--- config.mk ---
export PLATFORM = sky130hd
export DESIGN_NAME = mv_ctrl_fsm
export DESIGN_NICKNAME = d
export VERILOG_FILES = /design/src/rtl/mv_ctrl_pkg.sv /design/src/rtl/ctrl_delay_pipe.sv /design/src/rtl/mv_ctrl_fsm.sv
export SDC_FILE = /design/constraint.sdc
export NUM_CORES = 1
export LEC_CHECK = 0
export BUFFER_PORTS_ARGS = -buffer_cell sky130_fd_sc_hd__clkbuf_2
export CAP_MARGIN = 20
export CORE_MARGIN = 2
export CORE_UTILIZATION = 31
export CTS_CLUSTER_DIAMETER = 120
export CTS_CLUSTER_SIZE = 10
export DETAILED_ROUTE_END_ITERATION = 8
export HOLD_SLACK_MARGIN = 0.02
export REMOVE_ABC_BUFFERS = 1
export SLEW_MARGIN = 20
export SYNTH_ARGS = -nofsm -noshare
export SYNTH_HDL_FRONTEND = slang
export SYNTH_SLANG_ARGS = --single-unit
export TNS_END_PERCENT = 10
--- constraint.sdc ---
create_clock -name clk_i -period 1.5 [get_ports clk_i]
set_input_delay 0.075 -clock clk_i [delete_from_list [all_inputs] [get_ports clk_i]]
set_output_delay 0.075 -clock clk_i [all_outputs]
set_load 0.02 [all_outputs]
--- src/rtl/mv_ctrl_pkg.sv ---
// rtl/mv_ctrl_pkg.sv - shared types and helpers for the matrix-vector MAC controller
// Holds the FSM state encoding, a clog2 that never returns less than 1, and the
// bit layout of one delay-pipe entry {row, last, first, valid}.
package mv_ctrl_pkg;

    typedef enum logic [1:0] {
        ST_IDLE  = 2'b00,
        ST_RUN   = 2'b01,
        ST_DRAIN = 2'b10,
        ST_DONE  = 2'b11
    } state_e;

    // Address/index widths must be at least one bit even for a depth of 1.
    function automatic int clog2_min1(input int n);
        int r;
        r = 0;
        for (int v = n - 1; v > 0; v = v >> 1) begin
            r++;
        end
        return (r < 1) ? 1 : r;
    endfunction

    // Delay-pipe entry field positions; the row index occupies the top bits.
    localparam int PE_VALID   = 0;
    localparam int PE_FIRST   = 1;
    localparam int PE_LAST    = 2;
    localparam int PE_ROW_LSB = 3;

    function automatic int pe_width(input int row_w);
        return PE_ROW_LSB + row_w;
    endfunction

endpackage

--- src/rtl/ctrl_delay_pipe.sv ---
// rtl/ctrl_delay_pipe.sv - fixed-depth shift register with asynchronous flush
// Ports:
//   clk_i  - clock
//   rstn_i - asynchronous active-low flush of every stage
//   d_i    - entry captured each cycle
//   q_o    - entry captured DEPTH cycles earlier
module ctrl_delay_pipe #(
    parameter int DEPTH = 1,
    parameter int WIDTH = 1
) (
    input  logic             clk_i,
    input  logic             rstn_i,
    input  logic [WIDTH-1:0] d_i,
    output logic [WIDTH-1:0] q_o
);

    logic [WIDTH-1:0] stage_q [DEPTH];

    always_ff @(posedge clk_i or negedge rstn_i) begin
        if (!rstn_i) begin
            for (int i = 0; i < DEPTH; i++) begin
                stage_q[i] <= '0;
            end
        end else begin
            stage_q[0] <= d_i;
            for (int i = 1; i < DEPTH; i++) begin
                stage_q[i] <= stage_q[i-1];
            end
        end
    end

    assign q_o = stage_q[DEPTH-1];

endmodule

--- src/rtl/mv_ctrl_fsm.sv ---
// rtl/mv_ctrl_fsm.sv - matrix-vector MAC controller sequencing NUM_ROWS dot products
// Ports:
//   clk_i, rstn_i          - clock, asynchronous active-low reset
//   start_i                - run request, only honoured in IDLE
//   stall_i                - hold off new SRAM reads while high
//   w_addr_o, w_en_o       - weight SRAM read port (row*VEC_LEN+col)
//   x_addr_o, x_en_o       - input SRAM read port (col)
//   mac_en_o/clr_o/last_o  - MAC controls aligned to SRAM read data
//   out_valid_o, out_row_o - row result pulse and its row index
//   busy_o, done_o         - sequencer handshake
module mv_ctrl_fsm
    import mv_ctrl_pkg::*;
#(
    parameter int VEC_LEN  = 8,
    parameter int NUM_ROWS = 4,
    parameter int RD_LAT   = 1,
    parameter int X_ADDR_W = clog2_min1(VEC_LEN),
    parameter int W_ADDR_W = clog2_min1(VEC_LEN * NUM_ROWS),
    parameter int ROW_W    = clog2_min1(NUM_ROWS)
) (
    input  logic                clk_i,
    input  logic                rstn_i,
    input  logic                start_i,
    input  logic                stall_i,
    output logic [W_ADDR_W-1:0] w_addr_o,
    output logic                w_en_o,
    output logic [X_ADDR_W-1:0] x_addr_o,
    output logic                x_en_o,
    output logic                mac_en_o,
    output logic                mac_clr_o,
    output logic                mac_last_o,
    output logic                out_valid_o,
    output logic [ROW_W-1:0]    out_row_o,
    output logic                busy_o,
    output logic                done_o
);

    localparam int                  PE_W     = pe_width(ROW_W);
    localparam logic [X_ADDR_W-1:0] COL_LAST = X_ADDR_W'(VEC_LEN - 1);
    localparam logic [ROW_W-1:0]    ROW_LAST = ROW_W'(NUM_ROWS - 1);

    state_e              state_q;
    logic [X_ADDR_W-1:0] col_q;
    logic [ROW_W-1:0]    row_q;
    logic [W_ADDR_W-1:0] w_addr_q;
    logic                busy_q;
    logic                done_q;
    logic                out_valid_q;
    logic [ROW_W-1:0]    out_row_q;

    logic                issue;
    logic                col_last;
    logic [PE_W-1:0]     pe_d;
    logic [PE_W-1:0]     pe_q;
    logic [ROW_W-1:0]    pe_row;

    assign issue    = (state_q == ST_RUN) && !stall_i;
    assign col_last = (col_q == COL_LAST);

    // Idle entries are all-zero so the MAC controls stay low outside a run.
    always_comb begin
        pe_d                        = '0;
        pe_d[PE_VALID]              = issue;
        pe_d[PE_FIRST]              = issue && (col_q == '0);
        pe_d[PE_LAST]               = issue && col_last;
        pe_d[PE_ROW_LSB +: ROW_W]   = issue ? row_q : '0;
    end

    // Tags travel alongside the SRAM reads so the MAC sees them with the data.
    ctrl_delay_pipe #(
        .DEPTH (RD_LAT),
        .WIDTH (PE_W)
    ) u_delay_pipe (
        .clk_i  (clk_i),
        .rstn_i (rstn_i),
        .d_i    (pe_d),
        .q_o    (pe_q)
    );

    assign pe_row = pe_q[PE_ROW_LSB +: ROW_W];

    always_ff @(posedge clk_i or negedge rstn_i) begin
        if (!rstn_i) begin
            state_q     <= ST_IDLE;
            col_q       <= '0;
            row_q       <= '0;
            w_addr_q    <= '0;
            busy_q      <= 1'b0;
            done_q      <= 1'b0;
            out_valid_q <= 1'b0;
            out_row_q   <= '0;
        end else begin
            // Result flag trails the last accumulate by one cycle; the row is held.
            out_valid_q <= mac_en_o && mac_last_o;
            if (mac_en_o && mac_last_o) begin
                out_row_q <= pe_row;
            end

            case (state_q)
                ST_IDLE: begin
                    if (start_i) begin
                        state_q <= ST_RUN;
                        busy_q  <= 1'b1;
                    end
                end
                ST_RUN: begin
                    if (issue) begin
                        // Running weight address avoids a row*VEC_LEN multiply.
                        w_addr_q <= w_addr_q + W_ADDR_W'(1);
                        if (col_last) begin
                            col_q <= '0;
                            if (row_q == ROW_LAST) begin
                                row_q    <= '0;
                                w_addr_q <= '0;
                                state_q  <= ST_DRAIN;
                            end else begin
                                row_q <= row_q + ROW_W'(1);
                            end
                        end else begin
                            col_q <= col_q + X_ADDR_W'(1);
                        end
                    end
                end
                ST_DRAIN: begin
                    if (out_valid_q && (out_row_q == ROW_LAST)) begin
                        state_q <= ST_DONE;
                        busy_q  <= 1'b0;
                        done_q  <= 1'b1;
                    end
                end
                ST_DONE: begin
                    done_q  <= 1'b0;
                    state_q <= ST_IDLE;
                end
                default: begin
                    state_q <= ST_IDLE;
                end
            endcase
        end
    end

    assign w_en_o      = issue;
    assign x_en_o      = issue;
    assign w_addr_o    = w_addr_q;
    assign x_addr_o    = col_q;
    assign mac_en_o    = pe_q[PE_VALID];
    assign mac_clr_o   = pe_q[PE_FIRST] & pe_q[PE_VALID];
    assign mac_last_o  = pe_q[PE_LAST] & pe_q[PE_VALID];
    assign out_valid_o = out_valid_q;
    assign out_row_o   = out_row_q;
    assign busy_o      = busy_q;
    assign done_o      = done_q;

endmodule

==> flow_metrics.tcl, run 1 <==
set metrics [dict create \
    cp-start-kind "flop" \
    antenna_found_initial 0 \
    final_common_cell "dfrtp_1" \
    drc_errors 0 \
    cts_sinks 22 \
    yosys.area.top_type "dfrtp_1" \
    worstReg2RegEnd "state_q[1]" \
    critPathMaxFanout 3 \
    period_needed_ps 1453 \
    max_freq_mhz 688.1 \
    avgSynthCellArea_sq_um 11.14 \
    reg2regPathDepth 6 \
    synth_seq_cells 22 \
    setup_viol 0 \
    cts_tree "built" \
    num-nets-final 140 \
    slew_viol_final 0 \
    final_cell_mix "dfrtp_1 (21), clkbuf_2 (19), nand2_1 (9), buf_4 (9), o21ai_0 (6)" \
    hp-class "in2reg" \
    clock_latency_ps 310 \
    power_density_nw_per_um2 1766 \
    antennaDiodeCount 0 \
    layout.cells.non_filler 170 \
    die_y_microns 61.50 \
    grt_usage 0.1185 \
    worstHoldStart "start_i" \
    multi_input_area_sq_um 474.2 \
    post-route-period-util 0.9688 \
    wl_per_cell_microns 11.78 \
    numCtsBuffers 3 \
    htreeDepth 1 \
    viasPerCell 4.518 \
    drt-initial-drc-count 32 \
    ys_seq_area_frac 0.5372 \
    hold_path_end "busy_o" \
    routed.top_layer "met4" \
    crit_required_ps 1720 \
    syn_inst 92 \
    clock_skew_ps 17.03 \
    worstSetupEndpointType "flop" \
    relSlewSlack 0.6341 \
    yosys_warnings 0 \
    synth_cell_types 27 \
    grt_pass1_vias 759 \
    drt-met1-wl_microns 927 \
    hold_viol_final 0 \
    met3_length_microns 92 \
    power_mw 2.426 \
    fillers 313 \
    place.port_buffers 21 \
    regToRegSetupSlack_ps 50 \
    firstDrtPassIters 4 \
    drv_cap 0 \
    hold_ws_ps 90.34 \
    grt_max_degree 23 \
    coreArea_sq_um 3103 \
    p_leak_nw 0.6977 \
    grt-ovfl-total 0 \
    ant_nets 0 \
    worstHoldPathCells 3 \
    path_class "reg2reg" \
    worstMarginPinSlew_ps 548.8 \
    cts.path.max_buffers 2 \
    syn_area_sq_um 1025 \
    gp_congestion 0.7691 \
    dp_hpwl_microns 1442 \
    synth_top_area_frac 0.5372 \
    crit_arrival_ps 1670 \
    clockRootBuffer "clkbuf_4" \
    rsz0062_at_grt "false" \
    start_util 0.3302 \
    dp.cells 159 \
    synthTopCellsByArea "dfrtp_1 (54%), ha_1 (11%), nand2_1 (3.7%)" \
    clk_pin_slew_ps 130 \
    dr_total_vias 768 \
    seqCellArea_sq_um 551.8 \
    rr_startpoint "state_q[0]" \
    area_delta_synth_final_pct 34.07 \
    routed_wl_microns 2002 \
    ios 22 \
    drive_gt1_frac 0.4286 \
    met2_wirelength_microns 974 \
    rows 20 \
    die-width_microns 61.50 \
    irDropWorstVdd_mv 0.9522 \
    status "complete, no violations" \
    die_area_sq_um 3782 \
    grt_pass1_wl_microns 3277 \
]
## metrics by stage
stage	setup slack (ps)	instance area (sq um)	utilization	TNS, ps
after global placement	22.09	1196	0.3855	0
after global routing	1.109	1374	0.4427	0
final	46.82	1374	0.4427	0
after floorplan	-44.80	1006	-	-69.39
after CTS	-16.28	1313	0.4230	-16.28
after detailed placement	-3.572	1196	0.3855	-3.572
## power breakdown
part	internal, mW	switching [mW]	total (mW)
registers	0.744	0.138	0.881
clock network	0.270	0.180	0.450
logic	0.538	0.556	1.09
total	1.55	0.874	2.43
## worst max-delay path: stages (launching register included)
cell     delay [ps]
dfrtp_2         440
inv_2            60
ha_2            180
and2b_1         170
a21oi_2         130
nand2_2          80
mux2_4          290
## cells in the mapped netlist (all sizes together)
library cell,number
and2,4
nor3,3
a41oi,1
or3,1
nor2,2
a22o,1
mux2,5
nor3b,1
o21ai,10
a21oi,4
a21o,1
nand3b,1
dfrtp,22
nand3,4
and2b,1
a22oi,1
nand2b,1
ha,9
inv,7
buf,2
nand2,11
## state kept, by name, summed over array words and instances, names as in the netlist
register,flops
out_row_o,2
w_addr_o,5
u_delay_pipe.q_o,5
out_valid_o,1
state_q,2
row_q,2
done_o,1
busy_o,1
x_addr_o,3
## worst max-delay path by stage
stage	from	endpoint	slack, ps	cells past startpoint
CTS	x_addr_o[0]	state_q[1]	-20	6
finish	state_q[0]	state_q[1]	50	6
global placement	state_q[0]	state_q[1]	20	6
floorplan	x_addr_o[0]	state_q[1]	-40	6
global route	state_q[1]	w_en_o	1	6
detailed placement	state_q[0]	state_q[1]	-4	6
## repair_timing
action                                  CTS  global route
resized for setup                        10             9
buffers inserted                          2             4
hold buffers                              1             0
endpoints found under the setup margin    4             7
endpoints found under the hold margin    22             0
## cell type report
type	instances	area share
Clock inverter	1	0.02186
Sequential cell	22	0.4016
Multi-Input combinational cell	61	0.3452
Clock buffer	3	0.01639
Timing Repair Buffer	32	0.1539
Tap cell	44	0.04007
Inverter	7	0.02095
## kinds of logic (layout without fill, tap and decap cells)
group,after synthesis,after routing,synth area share
multiplexers,5,5,0.05860
buffers and inverters,9,43,0.04395
adder cells (fa/ha/maj),9,9,0.1099
AND/OR/NAND/NOR,29,29,0.1502
AO/OA/AOI/OAI,18,18,0.1001
flip-flops,22,22,0.5372
## layer usage
metal | up-vias | GRT usage
li1 | 381 | -
met1 | 364 | 0.1389
met2 | 21 | 0.2150
met3 | 2 | 0.04412
met4 | 0 | 0.009119
met5 | - | 0
No activity file was read; power rests on OpenSTA's default activity.
==> run 2: changes to the inputs <==
Settings changed: ABC_AREA set to 1.
==> run 2 against run 1 <==
Power grew 6.6%. Worst setup slack better by 79 ps. Area after synthesis is 8.1% higher. Hold slack improved by 120 ps. Clock skew fell by 9.4 ps. First-iteration DRC count grew 3.1%. Clock-buffer cell count is the same.
==> flow_metrics.tcl, run 2 <==
set metrics [dict create \
    p_leak_nw 0.7851 \
    hp-class "in2reg" \
    antennaDiodeCount 0 \
    clock_skew_ps 7.610 \
    wl_per_cell_microns 10.63 \
    ios 22 \
    crit_arrival_ps 1300 \
    viasPerCell 4.393 \
    yosys.area.top_type "dfrtp_1" \
    rows 21 \
    power_density_nw_per_um2 1880 \
    final_common_cell "nand2_1" \
    avgSynthCellArea_sq_um 9.151 \
    yosys-top-cells-count "nand2_1 (31), dfrtp_1 (22), inv_1 (16)" \
    synthTopCellsByArea "dfrtp_1 (50%), nand2_1 (11%), ha_1 (10%)" \
    clk_pin_slew_ps 130 \
    place.port_buffers 21 \
    grt_usage 0.1220 \
    routed_wl_microns 2083 \
    start_util 0.3267 \
    cpPeakStageDelay_ps 460 \
    cts_tree "built" \
    synth_edf_count 0 \
    drt-initial-drc-count 33 \
    syn_area_sq_um 1107 \
    rsz0062_at_grt "false" \
    grt_pass1_wl_microns 3926 \
    slew_viol_final 0 \
    cp-start-kind "flop" \
    crit_required_ps 1420 \
    irDropWorstVdd_mv 0.8558 \
    dp_hpwl_microns 1555 \
    status "complete, no violations" \
    drv_cap 0 \
    cpLargestDelayFamily "flip-flops" \
    htreeDepth 1 \
    synth_top_area_frac 0.4972 \
    worst_path_max_delay_cell "dfrtp_1" \
    regToRegSetupSlack_ps 160 \
    coreArea_sq_um 3390 \
    syn_inst 121 \
    path_cells "ha_4, inv_2, nor2_4, buf_4" \
    post-route-period-util 0.9161 \
    ant_nets 0 \
    critPathMaxFanout 4 \
    cts_sinks 22 \
    hold_ws_ps 206.7 \
    die-width_microns 63.77 \
    grt-ovfl-total 0 \
    antenna_found_initial 0 \
    synthArstFlopShare 1.000 \
    ys_seq_area_frac 0.4972 \
    max_freq_mhz 727.7 \
    period_needed_ps 1374 \
    drive_gt1_frac 0.3067 \
    tns_ps 0 \
    setup_viol 0 \
    die_area_sq_um 4066 \
    worst-path-buf-inv 2 \
    grt_pass1_vias 905 \
    drc_errors 0 \
    synth_ff_type "dfrtp_1" \
    worstMarginPinSlew_ps 554.0 \
    numCtsBuffers 3 \
    grt_max_degree 23 \
    synth_cell_types 20 \
    final_cell_mix "nand2_1 (31), dfrtp_1 (22), clkbuf_2 (19), inv_1 (14), nand3_1 (9)" \
    die_y_microns 63.77 \
    clock_latency_ps 310 \
    yosys_warnings 0 \
    hold_viol_final 0 \
    num-nets-final 164 \
    synth_seq_cells 22 \
    dr_total_vias 861 \
    relSlewSlack 0.6306 \
    synthMostInstantiatedCell "nand2_1" \
    gp_congestion 0.7648 \
    worstSetupEndpointType "output pin" \
    firstDrtPassIters 4 \
    cts.path.max_buffers 2 \
    path_class "reg2out" \
    area_delta_synth_final_pct 24.18 \
    clockRootBuffer "clkbuf_4" \
]
==> run 2: cell types whose count changed after synthesis, sizes merged, moves of 2 or more <==
cell	change
a21oi	-2
and2	-4
inv	+11
mux2	-5
nand2	+24
nand3	+5
nand4	+4
nor2	+10
nor3	-3
o21ai	-4
==> run 2: logic make-up after synthesis <==
kind of cell,Yosys count,share of synthesized area
compound gates,9,0.05311
fa+ha+maj,9,0.1017
buf+inv,20,0.07797
flops,22,0.4972
simple gates,61,0.2701
==> run 2: what timing repair did <==
action	CTS	global route
setup endpoints to repair	3	4
pin swaps	1	0
hold endpoints to repair	23	0
resized for setup	1	8
setup buffers	3	0
hold buffers	2	0
==> run 2: report_power, final <==
| part | total (mW) | internal (mW) | switching, mW |
|---|---|---|---|
| Combinational | 1.18 | 0.458 | 0.719 |
| Sequential | 0.950 | 0.783 | 0.167 |
| Clock | 0.458 | 0.270 | 0.188 |
| Total | 2.59 | 1.51 | 1.07 |
==> run 2: cell type report <==
type	count	area [sq um]
tap	46	57.56
inverter	18	67.56
fill	334	2014
clock buffer	3	22.52
timing repair buffer	27	163.9
multi-input combinational	79	483.0
clock inverter	1	30.03
sequential	22	550.5
==> run 2: worst paths after layout <==
check                               startpoint             endpoint  cells past startpoint
min in group asynchronous               rstn_i         out_row_o[1]                      2
setup reg to reg                   x_addr_o[0]          w_addr_o[4]                      7
max in group asynchronous               rstn_i          w_addr_o[2]                      2
setup / recovery                    state_q[0]               w_en_o                      4
hold / removal                         stall_i  u_delay_pipe.q_o[3]                      4
hold reg to reg            u_delay_pipe.q_o[3]         out_row_o[0]                      2
==> run 2: through the flow <==
step / setup slack [ps] / area [sq um] / util / instances / power [mW]
after floorplan: 0.6629 / 1089 / - / 119 / 1.729
after detailed placement: 26.93 / 1259 / 0.3714 / 187 / 2.060
final: 125.8 / 1375 / 0.4057 / 196 / 2.585
after global placement: 114.9 / 1259 / 0.3714 / 187 / 2.010
after global routing: 23.69 / 1375 / 0.4057 / 196 / 2.851
after CTS: 16.50 / 1356 / 0.4001 / 196 / 2.581
==> run 2: worst register-to-register path: cells and delay by family (launching register included) <==
family                   cells  cell delay [ps]
flip-flops                   1              420
AND/OR/NAND/NOR              4              300
adder cells (fa/ha/maj)      2              440
buffers and inverters        1              130
==> run 2: routing by layer <==
metal  vias to the layer above  wire length, microns  track usage
li1                        439                     -            -
met1                       400                   931       0.1441
met3                         4                    84      0.03697
met2                        18                  1040       0.2092
met5                         -                     0            0
met4                         0                    27      0.04348
